`config.mk`:
```
export PLATFORM = sky130hd
export DESIGN_NAME = serial_pattern_tx
export DESIGN_NICKNAME = d
export VERILOG_FILES = /design/src/rtl/serial_pattern_tx.sv
export SDC_FILE = /design/constraint.sdc
export NUM_CORES = 1
export LEC_CHECK = 0
export CELL_PAD_IN_SITES_DETAIL_PLACEMENT = 2
export CELL_PAD_IN_SITES_GLOBAL_PLACEMENT = 2
export CORE_MARGIN = 5
export CORE_UTILIZATION = 32
export CTS_BUF_LIST = sky130_fd_sc_hd__clkbuf_8
export CTS_CLUSTER_SIZE = 14
export DETAILED_ROUTE_END_ITERATION = 8
export PLACE_DENSITY_LB_ADDON = 0.1
export SETUP_SLACK_MARGIN = 0.05
export SKIP_LAST_GASP = 1
export SYNTH_ARGS = -nofsm -noshare
export SYNTH_HDL_FRONTEND = slang
export SYNTH_SLANG_ARGS = --single-unit
```
`constraint.sdc`:
```
create_clock -name clk -period 2 [get_ports clk]
set_input_delay 0.4 -clock clk [delete_from_list [all_inputs] [get_ports clk]]
set_output_delay 0.4 -clock clk [all_outputs]
set_load 0.01 [all_outputs]
```
`src/rtl/serial_pattern_tx.sv`:
```
// serial_pattern_tx: sends a latched PAT_W-bit pattern MSB first, one bit per
// clock, repeated repeat_cnt times, with gap_len idle cycles between frames.
// All outputs except busy and present_state come straight from flops.
// Build option: define SERIAL_PATTERN_TX_PARITY_EN to append an even-parity
// bit (XOR of the pattern bits) after the last pattern bit of every frame.
module serial_pattern_tx #(
  parameter int PAT_W = 4,
  parameter int CNT_W = 8,
  parameter int GAP_W = 4
) (
  input  logic             clk,
  input  logic             reset,
  input  logic             start,
  input  logic             abort,
  input  logic [PAT_W-1:0] pattern,
  input  logic [CNT_W-1:0] repeat_cnt,
  input  logic [GAP_W-1:0] gap_len,
  output logic             dout,
  output logic             dout_valid,
  output logic             frame_start,
  output logic             busy,
  output logic             done,
  output logic [2:0]       present_state
);

  localparam logic [2:0] ST_IDLE  = 3'b000;
  localparam logic [2:0] ST_SHIFT = 3'b001;
  localparam logic [2:0] ST_GAP   = 3'b010;
  localparam logic [2:0] ST_DONE  = 3'b011;

`ifdef SERIAL_PATTERN_TX_PARITY_EN
  localparam int FRAME_W = PAT_W + 1;
`else
  localparam int FRAME_W = PAT_W;
`endif

  localparam int               BIT_W    = $clog2(FRAME_W);
  localparam logic [BIT_W-1:0] LAST_BIT = BIT_W'(FRAME_W - 1);
  // Index of the final pattern bit; only reachable as a non-final slot when
  // the parity bit follows it.
  localparam logic [BIT_W-1:0] LAST_PAT = BIT_W'(PAT_W - 1);

  logic [2:0]       state_reg, state_next;
  logic [PAT_W-1:0] pat_reg, pat_next;
  logic [PAT_W-1:0] shift_reg, shift_next;
  logic [BIT_W-1:0] bit_cnt_reg, bit_cnt_next;
  logic [CNT_W-1:0] rep_reg, rep_next;
  logic [GAP_W-1:0] gap_len_reg, gap_len_next;
  logic [GAP_W-1:0] gap_cnt_reg, gap_cnt_next;
  logic             dout_reg, dout_next;
  logic             valid_reg, valid_next;
  logic             frame_reg, frame_next;
  logic             done_reg, done_next;
  logic             parity_bit;

  assign parity_bit = ^pat_reg;

  // Next-state and next-output logic; every non-SHIFT output defaults to 0.
  always_comb begin
    state_next   = state_reg;
    pat_next     = pat_reg;
    shift_next   = shift_reg;
    bit_cnt_next = bit_cnt_reg;
    rep_next     = rep_reg;
    gap_len_next = gap_len_reg;
    gap_cnt_next = gap_cnt_reg;
    dout_next    = 1'b0;
    valid_next   = 1'b0;
    frame_next   = 1'b0;
    done_next    = 1'b0;

    case (state_reg)
      ST_IDLE: begin
        if (start && !abort) begin
          pat_next     = pattern;
          rep_next     = repeat_cnt;
          gap_len_next = gap_len;
          if (repeat_cnt != '0) begin
            state_next   = ST_SHIFT;
            dout_next    = pattern[PAT_W-1];
            valid_next   = 1'b1;
            frame_next   = 1'b1;
            shift_next   = {pattern[PAT_W-2:0], 1'b0};
            bit_cnt_next = '0;
          end else begin
            state_next = ST_DONE;
            done_next  = 1'b1;
          end
        end
      end

      ST_SHIFT: begin
        if (abort) begin
          state_next = ST_IDLE;
        end else if (bit_cnt_reg != LAST_BIT) begin
          bit_cnt_next = bit_cnt_reg + 1'b1;
          valid_next   = 1'b1;
          dout_next    = (bit_cnt_reg == LAST_PAT) ? parity_bit : shift_reg[PAT_W-1];
          shift_next   = {shift_reg[PAT_W-2:0], 1'b0};
        end else begin
          // Last bit of a frame: one repetition consumed (saturating at 0).
          rep_next = (rep_reg != '0) ? rep_reg - 1'b1 : '0;
          if (rep_reg <= CNT_W'(1)) begin
            state_next = ST_DONE;
            done_next  = 1'b1;
          end else if (gap_len_reg != '0) begin
            state_next   = ST_GAP;
            gap_cnt_next = gap_len_reg;
          end else begin
            dout_next    = pat_reg[PAT_W-1];
            valid_next   = 1'b1;
            frame_next   = 1'b1;
            shift_next   = {pat_reg[PAT_W-2:0], 1'b0};
            bit_cnt_next = '0;
          end
        end
      end

      ST_GAP: begin
        if (abort) begin
          state_next = ST_IDLE;
        end else if (gap_cnt_reg <= GAP_W'(1)) begin
          state_next   = ST_SHIFT;
          gap_cnt_next = '0;
          dout_next    = pat_reg[PAT_W-1];
          valid_next   = 1'b1;
          frame_next   = 1'b1;
          shift_next   = {pat_reg[PAT_W-2:0], 1'b0};
          bit_cnt_next = '0;
        end else begin
          gap_cnt_next = gap_cnt_reg - 1'b1;
        end
      end

      ST_DONE: begin
        state_next = ST_IDLE;
      end

      default: begin
        state_next = ST_IDLE;
      end
    endcase
  end

  // State and output registers with asynchronous clear.
  always_ff @(posedge clk or posedge reset) begin
    if (reset) begin
      state_reg   <= ST_IDLE;
      pat_reg     <= '0;
      shift_reg   <= '0;
      bit_cnt_reg <= '0;
      rep_reg     <= '0;
      gap_len_reg <= '0;
      gap_cnt_reg <= '0;
      dout_reg    <= 1'b0;
      valid_reg   <= 1'b0;
      frame_reg   <= 1'b0;
      done_reg    <= 1'b0;
    end else begin
      state_reg   <= state_next;
      pat_reg     <= pat_next;
      shift_reg   <= shift_next;
      bit_cnt_reg <= bit_cnt_next;
      rep_reg     <= rep_next;
      gap_len_reg <= gap_len_next;
      gap_cnt_reg <= gap_cnt_next;
      dout_reg    <= dout_next;
      valid_reg   <= valid_next;
      frame_reg   <= frame_next;
      done_reg    <= done_next;
    end
  end

  assign dout          = dout_reg;
  assign dout_valid    = valid_reg;
  assign frame_start   = frame_reg;
  assign done          = done_reg;
  assign present_state = state_reg;
  assign busy          = (state_reg != ST_IDLE);

endmodule

```
==> key figures, run 1 <==
Logic synthesis
  • Synth cell count leaders: 31 x dfrtp_1, 27 x nand2_1, 19 x inv_1, 11 x o21ai_0
  • Count of cell types in the netlist: 53
  • Avg Cell Area, Syn: 9.35 µm²
  • Synth top area share: 0.393
  • Top_reg_cell synth: dfrtp_1
  • Area leader, netlist: dfrtp_1
  • Sequential area share after synthesis: 0.393
  • Async SR Flop Fraction: 1.00
  • Area contributors post-synth: dfrtp_1 39%, ha_1 6.3%, nand2_1 5.1%
  • Top-count cell post-synth: dfrtp_1
  • Gate Count Post-Synth: 211
  • Synth warnings: 0
  • Number of flops mapped to enable cells by yosys: 0
  • Mapped Area: around 0.002 mm²
  • Yosys reg bits: 31
  • Syn_nets: 241

STA
  • Setup TNS: -0.00325 ns
  • Final critical-path required period: 2.00 ns
  • RSZ-0062 raised after global routing: true
  • Worst Skew: 0.00994 ns
  • Max Slew Vio Count: 0
  • Final Cycle Share: 1.00
  • Peak Freq: roughly 500 MHz
  • Final setup viols: 2
  • Hold Fails Final Rpt: 0
  • Worst setup margin: -0.00246 ns

Worst setup path
  • Worst path slowest cell: or4_4
  • WS Path Type: reg -> reg
  • Max stage delay on crit path: 0.53 ns
  • Capture point of the worst path: shift_reg[2]$_DFFE_PP0P_
  • R2R depth: 6
  • Worst path top cell family by delay: simple AND/OR/NAND/NOR gates
  • Worst EP arrival: 2.18 ns
  • FF-to-FF End: shift_reg[2]$_DFFE_PP0P_
  • Worst Setup End Kind: flop
  • Crit Path Max Fanout: 4
  • Startpoint types: flop
  • Critical Path RT: 2.18 ns
  • CP Buf/Inv Count: 1
  • Worst Setup SP: present_state[1]$_DFFE_PP0P_
  • R2r startpoint: present_state[1]$_DFFE_PP0P_
  • Reg-to-reg slack, setup: -0.002 ns
  • Cell chain of the critical path: buf_6, ha_4, or4_4, o31ai_4, o2111ai_4, mux2_4
  • Number of stages on the worst setup path: 6

Pwr
  • Peak VDD IR: 0.918 mV
  • Pwr dens: 1690 mW/mm²
  • Total power draw: 4.77 mW
  • P_leak: between 1 and 1.5 nW

Layout
  • Number of flip-flops under the largest register name: 8
  • Post-route cell area: around 0.0028 mm²
  • Layout cells sized above 1: 0.299
  • Ant. Diodes: 0
  • Final #Nets: just over 300
  • Final cell count without fillers: between 300 and 400
  • Layout area overhead: 43.1%

Clocking
  • H-tree lvl count: 2
  • Cts bufs inserted: 5
  • Clock net sink count: 31
  • Clock Latency Late Sink: between 0.2 and 0.3 ns
  • CTS root buf: clkbuf_8
  • Clock transition at path regs: around 0.070 ns
  • CTS tree: yes
  • Clk buf depth: 2

Detailed routing
  • Vias post-DR: roughly 1.9k
  • Total wire length: between 6 and 7 mm
  • Post-route DRC violation count: 0
  • DRT iter0 DRCs: 54
  • Avg Vias per Cell: 5.37
  • WL/cell: 19.4 µm
  • Routed Antenna Nets: 0
  • DRT Pass-1 Iters: 4

Job
  • Maxcap violations: 0

Floorplan
  • IO Count: 28
  • Rows: 28
  • Die height: 88.5 µm
  • Chip width: 88.5 µm
  • Initial cell density of the core: 0.331
  • Core Area: between 0.005 and 0.006 mm²
  • Die area: 0.00784 mm²

Placed design
  • Pre-CTS WS: -0.177 ns
  • IO buf count: 26
  • Placed Cells: 333
  • Final HPWL DP: about 5.0 mm
  • Placed cell area: between 0.002 and 0.003 mm²
  • GPL Wtd Cong: approximately 0.89

Global routing
  • Vias in the first global route: approximately 2.1k
  • GRT Util Overall: 0.190
  • First-pass GRT wire length: 11.3 mm
  • Grt total ovfl: 0
  • Largest net degree at the start of global routing: 32
  • Initial antenna violation count: 0

Min path
  • Hold Crit Class: in -> async

Status
  • Status: complete, but fails checks
  • Failing checks: setup timing
## worst reg2reg max path: cells and delay by family, from the launching register on
family,cells,cell delay (ns)
and+or+nand+nor,1,0.53
DFF,1,0.42
muxes,1,0.34
AOI/OAI and AO/OA,2,0.31
adders and majority gates,1,0.15
buffers and inverters,1,0.13
## report_power, final
group	switching [mW]	internal (mW)	total [mW]
Combinational	1.43	1.45	2.88
Clock	0.262	0.403	0.665
Sequential	0.294	0.926	1.22
Total	1.98	2.78	4.77
## logic make-up after synthesis
| kind of cell | Yosys count | share of synthesized area |
|---|---|---|
| AOI/OAI and AO/OA | 61 | 0.242 |
| DFF | 31 | 0.393 |
| buffers and inverters | 29 | 0.0647 |
| other | 1 | 0.00190 |
| adders and majority gates | 10 | 0.0634 |
| and+or+nand+nor | 69 | 0.180 |
| muxes | 10 | 0.0545 |
## final cells by class
type | instances | area, µm²
Tap cell | 75 | 93.8
Inverter | 19 | 73.8
Sequential cell | 31 | 778
Fill cell | 637 | 3130
Multi-Input combinational cell | 151 | 1200
Clock inverter | 2 | 35.0
Clock buffer | 6 | 82.6
Timing Repair Buffer | 65 | 563
## repair_timing
action / CTS / global route
setup endpoints to repair: 20 / 19
setup buffers: 5 / 2
pin swaps: 1 / 3
gates cloned: 1 / 0
resized for setup: 12 / 13
hold buffers: 0 / 0
## per-stage QoR
step           hold WS, ns  utilization
2_1_floorplan        0.439            -
3_5_place_dp         0.486        0.430
3_3_place_gp         0.463        0.430
4_1_cts              0.504        0.464
6_report             0.492        0.474
5_1_grt              0.526        0.474
## placed cells by master, fill, tap and decap left out, drive strengths merged, types with 5 or more instances in the layout
master and n:
buf 39, dfrtp 31, nand2 27, clkdlybuf4s50 25
inv 19, o21ai 11, nor2 10, ha 10
a21oi 8, a22o 6, clkbuf 6, nor4 6
mux2 6, nor3 5
## worst min path at each step
stage	from	to	slack [ns]	depth (start not counted)
3_5_place_dp	pat_reg[0]$_DFFE_PP0P_	pat_reg[0]$_DFFE_PP0P_	0.49	2
2_1_floorplan	pat_reg[3]$_DFFE_PP0P_	pat_reg[3]$_DFFE_PP0P_	0.44	2
6_report	reset	rep_reg[3]$_DFFE_PP0P_	0.49	3
3_3_place_gp	pat_reg[3]$_DFFE_PP0P_	pat_reg[3]$_DFFE_PP0P_	0.46	2
5_1_grt	shift_reg[3]$_DFFE_PP0P_	shift_reg[3]$_DFFE_PP0P_	0.53	1
4_1_cts	pat_reg[0]$_DFFE_PP0P_	pat_reg[0]$_DFFE_PP0P_	0.50	2
## metal layers
| layer | global-route usage | share of wire |
|---|---|---|
| met5 | 0 | 0 |
| met2 | 0.321 | 0.50 |
| met1 | 0.253 | 0.46 |
| met3 | 0.0335 | 0.025 |
| met4 | 0.0412 | 0.010 |
(Power assumes the default switching activity.)
==> run 2: changes to the inputs <==
Settings changed: CORE_MARGIN 5 to 8, PLACE_DENSITY from default to 0.82, PLACE_DENSITY_LB_ADDON 0.1 to default.
==> run 2 against run 1 <==
Net effect:
- the flow still finishes with violations (setup timing)
- non-clock buffer count is 3 higher
- die area rose by 14%
- total power shrank 0.59%
- sequential power about the same
- utilization up 0.34 points
- final cell count grew 0.57%
- count of clock-buffer cells in the layout did not move
- sequential share of layout area shrank 0.19 points
- flip-flop and latch count unchanged
- critical path depth unchanged
- fmax down 0.25%
- register-to-register slack about the same
- largest power group unchanged
==> key figures, run 2 (synthesis gave the netlist of run 1 again) <==
Status
  • Status: complete, but fails checks
  • Failing checks: setup timing

Detailed routing
  • Routed Antenna Nets: 0
  • WL/cell: 20.5 µm
  • Avg Vias per Cell: 5.54
  • DRT iter0 DRCs: 58
  • Total wire length: ~7.2 mm
  • DRT Pass-1 Iters: 4
  • Vias post-DR: 1945
  • Post-route DRC violation count: 0

Worst setup path
  • Crit Path Max Fanout: 5
  • Worst Setup SP: present_state[1]$_DFFE_PP0P_
  • CP Buf/Inv Count: 1
  • Max stage delay on crit path: approximately 0.49 ns
  • Cell chain of the critical path: buf_6, ha_4, or4_4, o31ai_4, o2111ai_4, mux2_4
  • Worst EP arrival: 2.18 ns
  • Critical Path RT: about 2.2 ns
  • WS Path Type: reg -> reg
  • Startpoint types: flop
  • Worst Setup End Kind: flop
  • R2r startpoint: present_state[1]$_DFFE_PP0P_
  • Worst path top cell family by delay: simple AND/OR/NAND/NOR gates
  • Worst path slowest cell: or4_4

Layout
  • Layout cells sized above 1: 0.312
  • # fillers: about 640
  • Layout area overhead: 44.1%
  • Ant. Diodes: 0
  • Multi-input logic area: around 0.0012 mm²
  • Final #Nets: around 300
  • FF/Latch Area: 778 µm²
  • Commonest non-fill, non-tap cells in the layout: 38 x buf_4, 29 x dfrtp_1, 27 x nand2_1
  • Post-route cell area: roughly 0.0028 mm²
  • Number of flip-flops under the largest register name: 8
  • Most common cell after layout, fill and taps aside: buf_4

Global routing
  • Vias in the first global route: between 2k and 2.5k
  • Largest net degree at the start of global routing: 32
  • First-pass GRT wire length: between 10 and 15 mm
  • GRT Util Overall: 0.168
  • Grt total ovfl: 0
  • Initial antenna violation count: 0

Floorplan
  • Chip width: approximately 95 µm
  • Initial cell density of the core: 0.331
  • Rows: 28
  • Die height: 94.5 µm
  • Core Area: just under 0.006 mm²
  • IO Count: 28
  • Die area: slightly below 0.009 mm²

Placed design
  • Final HPWL DP: around 5.0 mm
  • Placed cell area: between 0.002 and 0.003 mm²
  • IO buf count: 26
  • GPL Wtd Cong: about 0.8

Pwr
  • P_leak: roughly 1.2 nW
  • Pwr dens: roughly 1700 mW/mm²
  • Peak VDD IR: a little under 0.8 mV

Clocking
  • CTS root buf: clkbuf_8
  • CTS tree: yes
  • Clk buf depth: 2
  • Clock transition at path regs: approximately 0.070 ns
  • H-tree lvl count: 2
  • Clock Latency Late Sink: between 0.2 and 0.3 ns
  • Cts bufs inserted: 5
  • Clock net sink count: 31
  • CTS Hold Buffers Added: 0

STA
  • Hold slack: ~0.5 ns
  • Final critical-path required period: 2.01 ns
  • Worst Skew: 0.00659 ns
  • RSZ-0062 raised after global routing: true
  • Final setup viols: 2
  • Max Slew Vio Count: 0
  • Hold Fails Final Rpt: 0
  • Peak Freq: between 400 and 500 MHz
  • Worst setup margin: -0.00739 ns
  • Final Cycle Share: 1.00

Job
  • Maxcap violations: 0

Min path
  • Hold Crit Class: in -> async
## run 2: per-layer routing
metal	vias up	global-route usage	part of all wire
met5	-	0	0
met4	0	0.0429	0.010
met3	6	0.0254	0.024
met2	26	0.283	0.50
met1	1013	0.217	0.46
li1	900	-	-
## run 2: repair_timing
item / CTS / global route
setup buffers: 4 / 2
pin swaps: 2 / 7
gates resized for setup: 14 / 15
gates cloned: 1 / 0
endpoints found under the setup margin: 18 / 18
## run 2: worst register-to-register path: cells and delay by family (launching register included)
family / cells / cell delay (ns)
multiplexers: 1 / 0.35
AO/OA/AOI/OAI: 2 / 0.34
flip-flops: 1 / 0.43
AND/OR/NAND/NOR: 1 / 0.49
adder cells (fa/ha/maj): 1 / 0.15
buffers and inverters: 1 / 0.14
## run 2: per-stage QoR
step | utilization | std cells | setup TNS [ns] | worst slack (ns) | power (mW)
global placement | 0.436 | 338 | -1.37 | -0.237 | 3.70
CTS | 0.467 | 350 | -0.0214 | -0.0109 | 4.62
global route | 0.478 | 351 | -0.131 | -0.0494 | 5.04
finish | 0.478 | 351 | -0.0124 | -0.00739 | 4.74
detailed placement | 0.436 | 338 | -2.44 | -0.335 | 3.83
floorplan | - | 211 | -0.0361 | -0.0181 | 2.80
## run 2: worst paths after layout
check                      slack, ns  cells past startpoint                            to
min in group clk                0.51                      2        pat_reg[0]$_DFFE_PP0P_
setup reg to reg              -0.007                      6      shift_reg[2]$_DFFE_PP0P_
hold reg to reg                 0.51                      2        pat_reg[0]$_DFFE_PP0P_
hold / removal                  0.51                      3        rep_reg[2]$_DFFE_PP0P_
max in group asynchronous       1.16                      3  present_state[1]$_DFFE_PP0P_
setup / recovery              -0.007                      6      shift_reg[2]$_DFFE_PP0P_
## run 2: report_power, final
part	leakage, nW	internal, mW	switching, mW	total (mW)
logic	0.806	1.50	1.52	3.01
registers	0.384	0.926	0.284	1.21
clock network	0.0470	0.270	0.244	0.514
total	1.24	2.69	2.05	4.74
## run 2: final cells by class
class | count | area share
Timing Repair Buffer | 68 | 0.205
Multi-Input combinational cell | 151 | 0.432
Clock buffer | 6 | 0.0290
Tap cell | 75 | 0.0330
Clock inverter | 1 | 0.00176
Inverter | 19 | 0.0251
Sequential cell | 31 | 0.274
